<file path="config.mk">
export PLATFORM = sky130hd
export DESIGN_NAME = latin_aont_enc
export DESIGN_NICKNAME = d
export VERILOG_FILES = /design/src/rtl/ls_pkg.sv /design/src/rtl/ls_perm_check.sv /design/src/rtl/latin_aont_enc.sv
export SDC_FILE = /design/constraint.sdc
export NUM_CORES = 1
export LEC_CHECK = 0
export ABC_AREA = 1
export BUFFER_PORTS_ARGS = -buffer_cell sky130_fd_sc_hd__buf_2
export CORE_ASPECT_RATIO = 1.4
export CORE_MARGIN = 2
export CORE_UTILIZATION = 55
export CTS_CLUSTER_DIAMETER = 200
export DETAILED_ROUTE_END_ITERATION = 10
export PLACE_DENSITY = 0.79
export SLEW_MARGIN = 10
export SYNTH_ARGS = -nofsm -noshare
export SYNTH_HDL_FRONTEND = slang
export SYNTH_SLANG_ARGS = --single-unit
</file>
<file path="constraint.sdc">
create_clock -name clk -period 2.12 [get_ports clk]
set_input_delay 0.106 -clock clk [delete_from_list [all_inputs] [get_ports clk]]
set_output_delay 0.106 -clock clk [all_outputs]
set_load 0.02 [all_outputs]
</file>
<file path="src/rtl/ls_pkg.sv">
// Shared types, defaults and Latin-square entry helper for the AONT encoder.
package ls_pkg;

   localparam int LSLEN_DEF    = 16;
   localparam int LSLENLOG_DEF = 4;
   localparam int LS_MAXLEN    = 256;
   localparam int LS_MAXLOG    = 8;
   localparam int LS_IDXW      = $clog2(LS_MAXLEN * LS_MAXLOG);

   typedef logic [LSLENLOG_DEF-1:0]         sym_t;
   typedef logic [LS_MAXLOG-1:0]            wsym_t;
   typedef logic [LS_MAXLEN*LS_MAXLOG-1:0]  wkey_t;

   typedef enum logic [2:0] {IDLE, CHECK, READY, ENC, TAG} ls_state_e;

   // L[r][x] = (key[x] + r) mod 2^lslog; key is zero-extended to the widest supported order.
   function automatic wsym_t ls_entry(input wkey_t key, input wsym_t r, input wsym_t x,
                                      input int unsigned lslog);
      wsym_t               k;
      wsym_t               mask;
      int unsigned         pos;
      logic [LS_IDXW-1:0]  idx;
      k = '0;
      for (int b = 0; b < LS_MAXLOG; b++) begin
         pos = int'(x) * lslog + b;
         idx = LS_IDXW'(pos);
         if (b < lslog) k[b] = key[idx];
      end
      mask = wsym_t'((32'd1 << lslog) - 32'd1);
      return (k + r) & mask;
   endfunction

endpackage

</file>
<file path="src/rtl/ls_perm_check.sv">
// Sequential permutation check: one key entry per cycle into a seen mask; done/ok are
// combinational on the final entry so the verdict lands LSLEN edges after start. No backpressure.
module ls_perm_check
   import ls_pkg::*;
#(
   parameter int LSLEN    = LSLEN_DEF,
   parameter int LSLENLOG = LSLENLOG_DEF
) (
   input  logic                clk,
   input  logic                rstn,
   input  logic                start,
   input  logic [LSLENLOG-1:0] entry,
   output logic [LSLENLOG-1:0] idx,
   output logic                done,
   output logic                ok
);

   localparam logic [LSLENLOG-1:0] CNT_LAST = LSLENLOG'(LSLEN - 1);

   logic                active;
   logic                dup;
   logic [LSLEN-1:0]    seen;
   logic [LSLENLOG-1:0] cnt;

   always_ff @(posedge clk or negedge rstn) begin
      if (!rstn) begin
         active <= 1'b0;
         dup    <= 1'b0;
         seen   <= '0;
         cnt    <= '0;
      end else if (start) begin
         active <= 1'b1;
         dup    <= 1'b0;
         seen   <= '0;
         cnt    <= '0;
      end else if (active) begin
         seen[entry] <= 1'b1;
         dup         <= dup | seen[entry];
         cnt         <= cnt + 1'b1;
         if (cnt == CNT_LAST) active <= 1'b0;
      end
   end

   assign idx  = cnt;
   assign done = active && (cnt == CNT_LAST);
   assign ok   = !dup && !seen[entry];

endmodule

</file>
<file path="src/rtl/latin_aont_enc.sv">
// Cyclic Latin-square AONT encoder: substitutes NOOFBLOCKS blocks, then appends a tag block.
// Latency 1 cycle in->out; single output register holds under stall and s_ready follows m_ready.
module latin_aont_enc
   import ls_pkg::*;
#(
   parameter int LSLEN      = LSLEN_DEF,
   parameter int LSLENLOG   = LSLENLOG_DEF,
   parameter int NOOFBLOCKS = 9
) (
   input  logic                      clk,
   input  logic                      rstn,
   input  logic                      key_load,
   input  logic [LSLEN*LSLENLOG-1:0] key_row,
   output logic                      key_ready,
   output logic                      key_err,
   input  logic                      s_valid,
   output logic                      s_ready,
   input  logic [LSLENLOG-1:0]       s_sym,
   output logic                      m_valid,
   input  logic                      m_ready,
   output logic [LSLENLOG-1:0]       m_sym,
   output logic                      m_tag,
   output logic                      m_last,
   output logic                      busy
);

   localparam int KW  = LSLEN * LSLENLOG;
   localparam int KIW = $clog2(KW);
   localparam logic [LSLENLOG-1:0] COL_LAST = LSLENLOG'(LSLEN - 1);
   localparam logic [LSLENLOG-1:0] BLK_LAST = LSLENLOG'(NOOFBLOCKS - 1);

   ls_state_e           state, state_nxt;
   logic [KW-1:0]       key_r;
   logic [LSLENLOG-1:0] blk, col;
   logic [LSLENLOG-1:0] acc [LSLEN];

   logic                key_start, chk_done, chk_ok;
   logic [LSLENLOG-1:0] chk_idx, chk_entry;
   logic [KIW-1:0]      chk_base, col_base;
   logic                s_fire, enc_last, tag_load, tag_fin;
   logic [LSLENLOG-1:0] c_sym, t_sym;

   assign key_start = key_load && (state == IDLE || state == READY);
   assign s_ready   = (state == ENC) && (!m_valid || m_ready);
   assign s_fire    = s_valid && s_ready;
   assign enc_last  = (blk == BLK_LAST) && (col == COL_LAST);
   assign tag_fin   = (state == TAG) && m_valid && m_ready && m_last;
   // Once the final tag symbol sits in the output register, stop loading and wait for its handshake.
   assign tag_load  = (state == TAG) && !(m_valid && m_last) && (!m_valid || m_ready);
   assign busy      = (state == CHECK) || (state == ENC) || (state == TAG);

   assign chk_base  = KIW'(chk_idx) * KIW'(LSLENLOG);
   assign col_base  = KIW'(col) * KIW'(LSLENLOG);
   assign chk_entry = key_r[chk_base +: LSLENLOG];
   assign c_sym     = LSLENLOG'(ls_entry(wkey_t'(key_r), wsym_t'(blk), wsym_t'(s_sym), LSLENLOG));
   assign t_sym     = acc[col] ^ key_r[col_base +: LSLENLOG];

   ls_perm_check #(
      .LSLEN    (LSLEN),
      .LSLENLOG (LSLENLOG)
   ) u_perm_check (
      .clk   (clk),
      .rstn  (rstn),
      .start (key_start),
      .entry (chk_entry),
      .idx   (chk_idx),
      .done  (chk_done),
      .ok    (chk_ok)
   );

   always_ff @(posedge clk or negedge rstn) begin
      if (!rstn) state <= IDLE;
      else       state <= state_nxt;
   end

   always_comb begin
      state_nxt = state;
      unique case (state)
         IDLE:    if (key_load) state_nxt = CHECK;
         CHECK:   if (chk_done) state_nxt = chk_ok ? READY : IDLE;
         READY: begin
            if (key_load)     state_nxt = CHECK;
            else if (s_valid) state_nxt = ENC;
         end
         ENC:     if (s_fire && enc_last) state_nxt = TAG;
         TAG:     if (tag_fin) state_nxt = READY;
         default: state_nxt = IDLE;
      endcase
   end

   always_ff @(posedge clk or negedge rstn) begin
      if (!rstn) begin
         key_r     <= '0;
         key_ready <= 1'b0;
         key_err   <= 1'b0;
         blk       <= '0;
         col       <= '0;
         m_valid   <= 1'b0;
         m_sym     <= '0;
         m_tag     <= 1'b0;
         m_last    <= 1'b0;
         for (int i = 0; i < LSLEN; i++) acc[i] <= '0;
      end else begin
         if (key_start) begin
            key_r     <= key_row;
            key_ready <= 1'b0;
            key_err   <= 1'b0;
         end
         if (state == CHECK && chk_done) begin
            key_ready <= chk_ok;
            key_err   <= !chk_ok;
         end
         if (s_fire) begin
            acc[col] <= acc[col] ^ c_sym;
            m_valid  <= 1'b1;
            m_sym    <= c_sym;
            m_tag    <= 1'b0;
            m_last   <= 1'b0;
            col      <= col + 1'b1;
            if (col == COL_LAST) blk <= enc_last ? '0 : blk + 1'b1;
         end else if (tag_load) begin
            m_valid <= 1'b1;
            m_sym   <= t_sym;
            m_tag   <= 1'b1;
            m_last  <= (col == COL_LAST);
            col     <= col + 1'b1;
         end else if (tag_fin) begin
            m_valid <= 1'b0;
            m_tag   <= 1'b0;
            m_last  <= 1'b0;
            blk     <= '0;
            col     <= '0;
            for (int i = 0; i < LSLEN; i++) acc[i] <= '0;
         end else if (m_ready) begin
            m_valid <= 1'b0;
         end
      end
   end

endmodule

</file>
==> reports/metrics.yaml <==
status:
  outcome: "finished with violations"
  violations: "setup timing"
floorplan:
  rows: 57
  coreArea_um2: 17300
  initial_utilization_pct: 56.0
  fp.dieH_um: 161
  die_area_um2: 18700
  ios: 84
  fp.dieW_um: 116
timing:
  timing.final.crit_period_ns: 2.42
  setup_viol: 74
  period_share_pct: 114
  drv_slew: 0
  hold_ws_ns: 0.0274
  fmax_mhz: 412
  grt_setup_unrepaired: "yes"
  worstMarginPinSlew_ns: 0.829
  slew_headroom_pct: 44.2
  hold_viol_final: 0
  clock-skew-final_ns: 0.0106
  post-route-worst-setup-slack_ns: -0.304
  setup_tns_ns: -13.61
detailed_routing:
  wl_per_cell_um: 21.0
  wl_met2_mm: 17.9
  route.layer.met1.wl_mm: 12.1
  vias_per_cell: 6.22
  drt_iter0_drc: 1658
  dr_total_vias: 10987
  ant_nets: 0
  dr.max_layer_used: "met4"
  dr.pass1.iters: 6
  drc_errors: 0
  met3_length_mm: 3.34
  wl_mm: 37.1
critical_path:
  crit_family: "simple AND/OR/NAND/NOR gates"
  cpPeakStageDelay_ns: 0.40
  startpoint_type: "flop"
  r2r_start: "key_r[58]$_DFFE_PN0P_"
  critPathArrivalTime_ns: 2.76
  worstPathRequired_ns: 2.45
  path_buf_inv: 0
  critPathMaxFanout: 8
  crit_path_top_delay_cell: "dfrtp_1"
  rr_endpoint: "acc[63]$_DFFE_PN0P_"
  cp_cell_sequence: "o211ai_1, nand3_1, nand3_1, nand2_2, ha_4, a21oi_2, nand2_2, xor2_2, or2_4, nand2_4, o21ai_4, a32o_1"
  critPathKind: "flop to flop"
  endpoint_kind: "flop"
  critical_path_cell_count: 12
  r2r_cells: 12
  reg2reg_slack_ns: -0.30
finish:
  nFillCells: 1037
  layout.nets: 1600
  antennaDiodeCount: 0
  drive_above_1_share_pct: 30.2
  area_delta_synth_final_pct: 39.6
worst_hold_path:
  worstHoldPathCells: 3
  min_from: "key_load"
  hold-path-endpoint: "state[0]$_DFFE_PN0P_"
  min_path_type: "input pin to flop"
cts:
  cts_tree: "yes"
  clk_path_buf_depth: 2
  ctsHtreeMaxLevel: 4
  cts_made_buffers: 17
  clk_pin_slew_worst_paths_ns: 0.07
  root_buffer: "clkbuf_16"
  cts.sinks: 170
  clk_latency_ns: 0.46
placed_design:
  dpl.hpwl_mm: 21.2
  numPortBuffers: 83
  place_congestion: 1.02
synthesis:
  synth-warning-count: 0
  ys_ff_latch: 170
  synthFlopType: "dfrtp_1"
  async_flop_share_pct: 100
  synth-edff-count: 0
  syn-num-nets: 1333
  yosys.cell_types.count: 44
  syn_inst: 1249
  avgSynthCellArea_um2: 7.74
  ys_seq_area_share_pct: 44.0
  synth.cell_area_um2: 9660
grt:
  grt_max_degree: 93
  antenna_found_initial: 0
  grt-ovfl-total: 0
  grt_pass1_wl_mm: 52.4
  grt_use_total_pct: 36.6
  grt_pass1_vias: 10546
pwr:
  ir_drop_mv: 1.18
  p_per_area_nw_per_um2: 1760
  p_leak_nw: 6.38
flow_run:
  maxCapViolations: 0
-- cells in the final DEF (no fill, tap or decap), types with 4 or more instances in the layout --
cell | Yosys | layout
inv_2 | 9 | 22
clkbuf_16 | 0 | 24
o21ai_2 | 7 | 19
nor2_4 | 1 | 4
a21oi_1 | 99 | 75
o211ai_1 | 22 | 22
buf_6 | 10 | 18
nor2_2 | 2 | 13
nand3_1 | 66 | 52
o21ai_0 | 161 | 118
inv_8 | 0 | 4
dfrtp_1 | 170 | 167
nand4_1 | 5 | 5
o21ai_1 | 22 | 52
nand2_1 | 290 | 272
nor2_1 | 96 | 82
inv_6 | 1 | 4
o22ai_2 | 16 | 23
nand3_4 | 0 | 4
buf_12 | 0 | 15
nand3_2 | 5 | 15
dlygate4sd3_1 | 0 | 66
a31oi_1 | 10 | 10
clkinvlp_4 | 0 | 5
buf_4 | 1 | 123
o22ai_1 | 14 | 7
a32o_1 | 16 | 16
nand2_2 | 6 | 20
nand2_4 | 2 | 6
buf_2 | 24 | 82
a21oi_2 | 2 | 24
ha_1 | 10 | 7
inv_1 | 122 | 107
-- area by class of cell --
cell class | instances | area [um2] | area share [%]
multi-input cells | 880 | 5110 | 37.9
clock buffers | 17 | 425 | 3.15
clock inverters | 15 | 161 | 1.20
repair inverters | 1 | 11.3 | 0.0835
well taps | 236 | 295 | 2.19
inverters | 134 | 537 | 3.98
flip-flops and latches | 170 | 4260 | 31.6
repair buffers | 312 | 2690 | 19.9
-- power breakdown --
part / internal [mW] / switching (mW) / total (mW)
Clock: 1.66 / 1.49 / 3.15
Combinational: 6.16 / 8.79 / 14.9
Sequential: 4.65 / 0.997 / 5.65
Total: 12.5 / 11.3 / 23.7
-- per-stage QoR --
stage	std cells	power (mW)	cell area (um2)	util [%]	setup WS, ns
2_1_floorplan	1249	12.4	9770	-	-0.330
3_3_place_gp	1638	16.4	11300	65.2	-0.252
3_5_place_dp	1638	16.7	11300	65.2	-0.357
4_1_cts	1740	20.5	12700	73.6	-0.250
5_1_grt	1765	24.7	13500	78.1	-0.428
6_report	1765	23.7	13500	78.1	-0.304
-- routing by layer --
layer | global-route usage [%] | up-vias
li1 | - | 4713
met1 | 39.9 | 5082
met2 | 61.7 | 877
met3 | 7.09 | 315
met4 | 27.4 | 0
met5 | 0 | -
-- cells by family (layout without fill, tap and decap cells) --
group / Yosys count / in the layout / synth area share [%]
AO/OA/AOI/OAI: 375 / 376 / 23.0
XOR/XNOR: 11 / 11 / 1.15
adder cells (fa/ha/maj): 11 / 11 / 1.50
buffers and inverters: 201 / 479 / 9.22
flip-flops: 170 / 170 / 44.0
AND/OR/NAND/NOR: 481 / 482 / 21.1
-- Yosys cell counts, types with 7 or more instances --
cell | count | area [um2]
o22ai_2 | 16 | 200
o21ai_1 | 22 | 110
inv_2 | 9 | 33.8
o21ai_2 | 7 | 61.3
buf_2 | 24 | 120
clkbuf_1 | 23 | 86.3
nand2_1 | 290 | 1090
nor2_1 | 96 | 360
o211ai_1 | 22 | 165
buf_1 | 7 | 26.3
dfrtp_1 | 170 | 4250
ha_1 | 10 | 125
inv_1 | 122 | 458
o22ai_1 | 14 | 87.6
o21ai_0 | 161 | 806
a32o_1 | 16 | 160
buf_6 | 10 | 113
nand3_1 | 66 | 330
a21oi_1 | 99 | 495
a31oi_1 | 10 | 62.6
-- repair_timing --
item / CTS / global route
hold buffers: 66 / 0
buffers inserted: 4 / 16
hold endpoints to repair: 235 / 0
cloned: 1 / 10
resized for setup: 41 / 148
pin swaps: 25 / 38
endpoints found under the setup margin: 67 / 81
-- worst max path at each step --
stage	from	endpoint	slack [ns]
4_1_cts	key_r[46]$_DFFE_PN0P_	acc[3]$_DFFE_PN0P_	-0.25
2_1_floorplan	s_sym[0]	acc[31]$_DFFE_PN0P_	-0.33
3_5_place_dp	s_sym[0]	acc[3]$_DFFE_PN0P_	-0.36
3_3_place_gp	s_sym[0]	acc[3]$_DFFE_PN0P_	-0.25
6_report	key_r[58]$_DFFE_PN0P_	acc[63]$_DFFE_PN0P_	-0.30
5_1_grt	key_r[45]$_DFFE_PN0P_	acc[63]$_DFFE_PN0P_	-0.43
-- sequential cells by signal (all words and copies together) (netlist names) --
signal               count
key_r                   64
u_perm_check.dup         1
acc                     64
key_ready                1
u_perm_check.active      1
blk                      4
key_err                  1
state                    3
u_perm_check.idx         4
m_valid                  1
col                      4
m_tag                    1
m_sym                    4
m_last                   1
u_perm_check.seen       16
-- worst register-to-register path: stages (launching register included) --
cell and delay [ns]:
dfrtp_1 0.40, o211ai_1 0.20, nand3_1 0.12, nand3_1 0.12
nand2_2 0.08, ha_4 0.23, a21oi_2 0.13, nand2_2 0.08
xor2_2 0.15, or2_4 0.27, nand2_4 0.13, o21ai_4 0.13
a32o_1 0.26
Power figures use the tool's default switching activity.
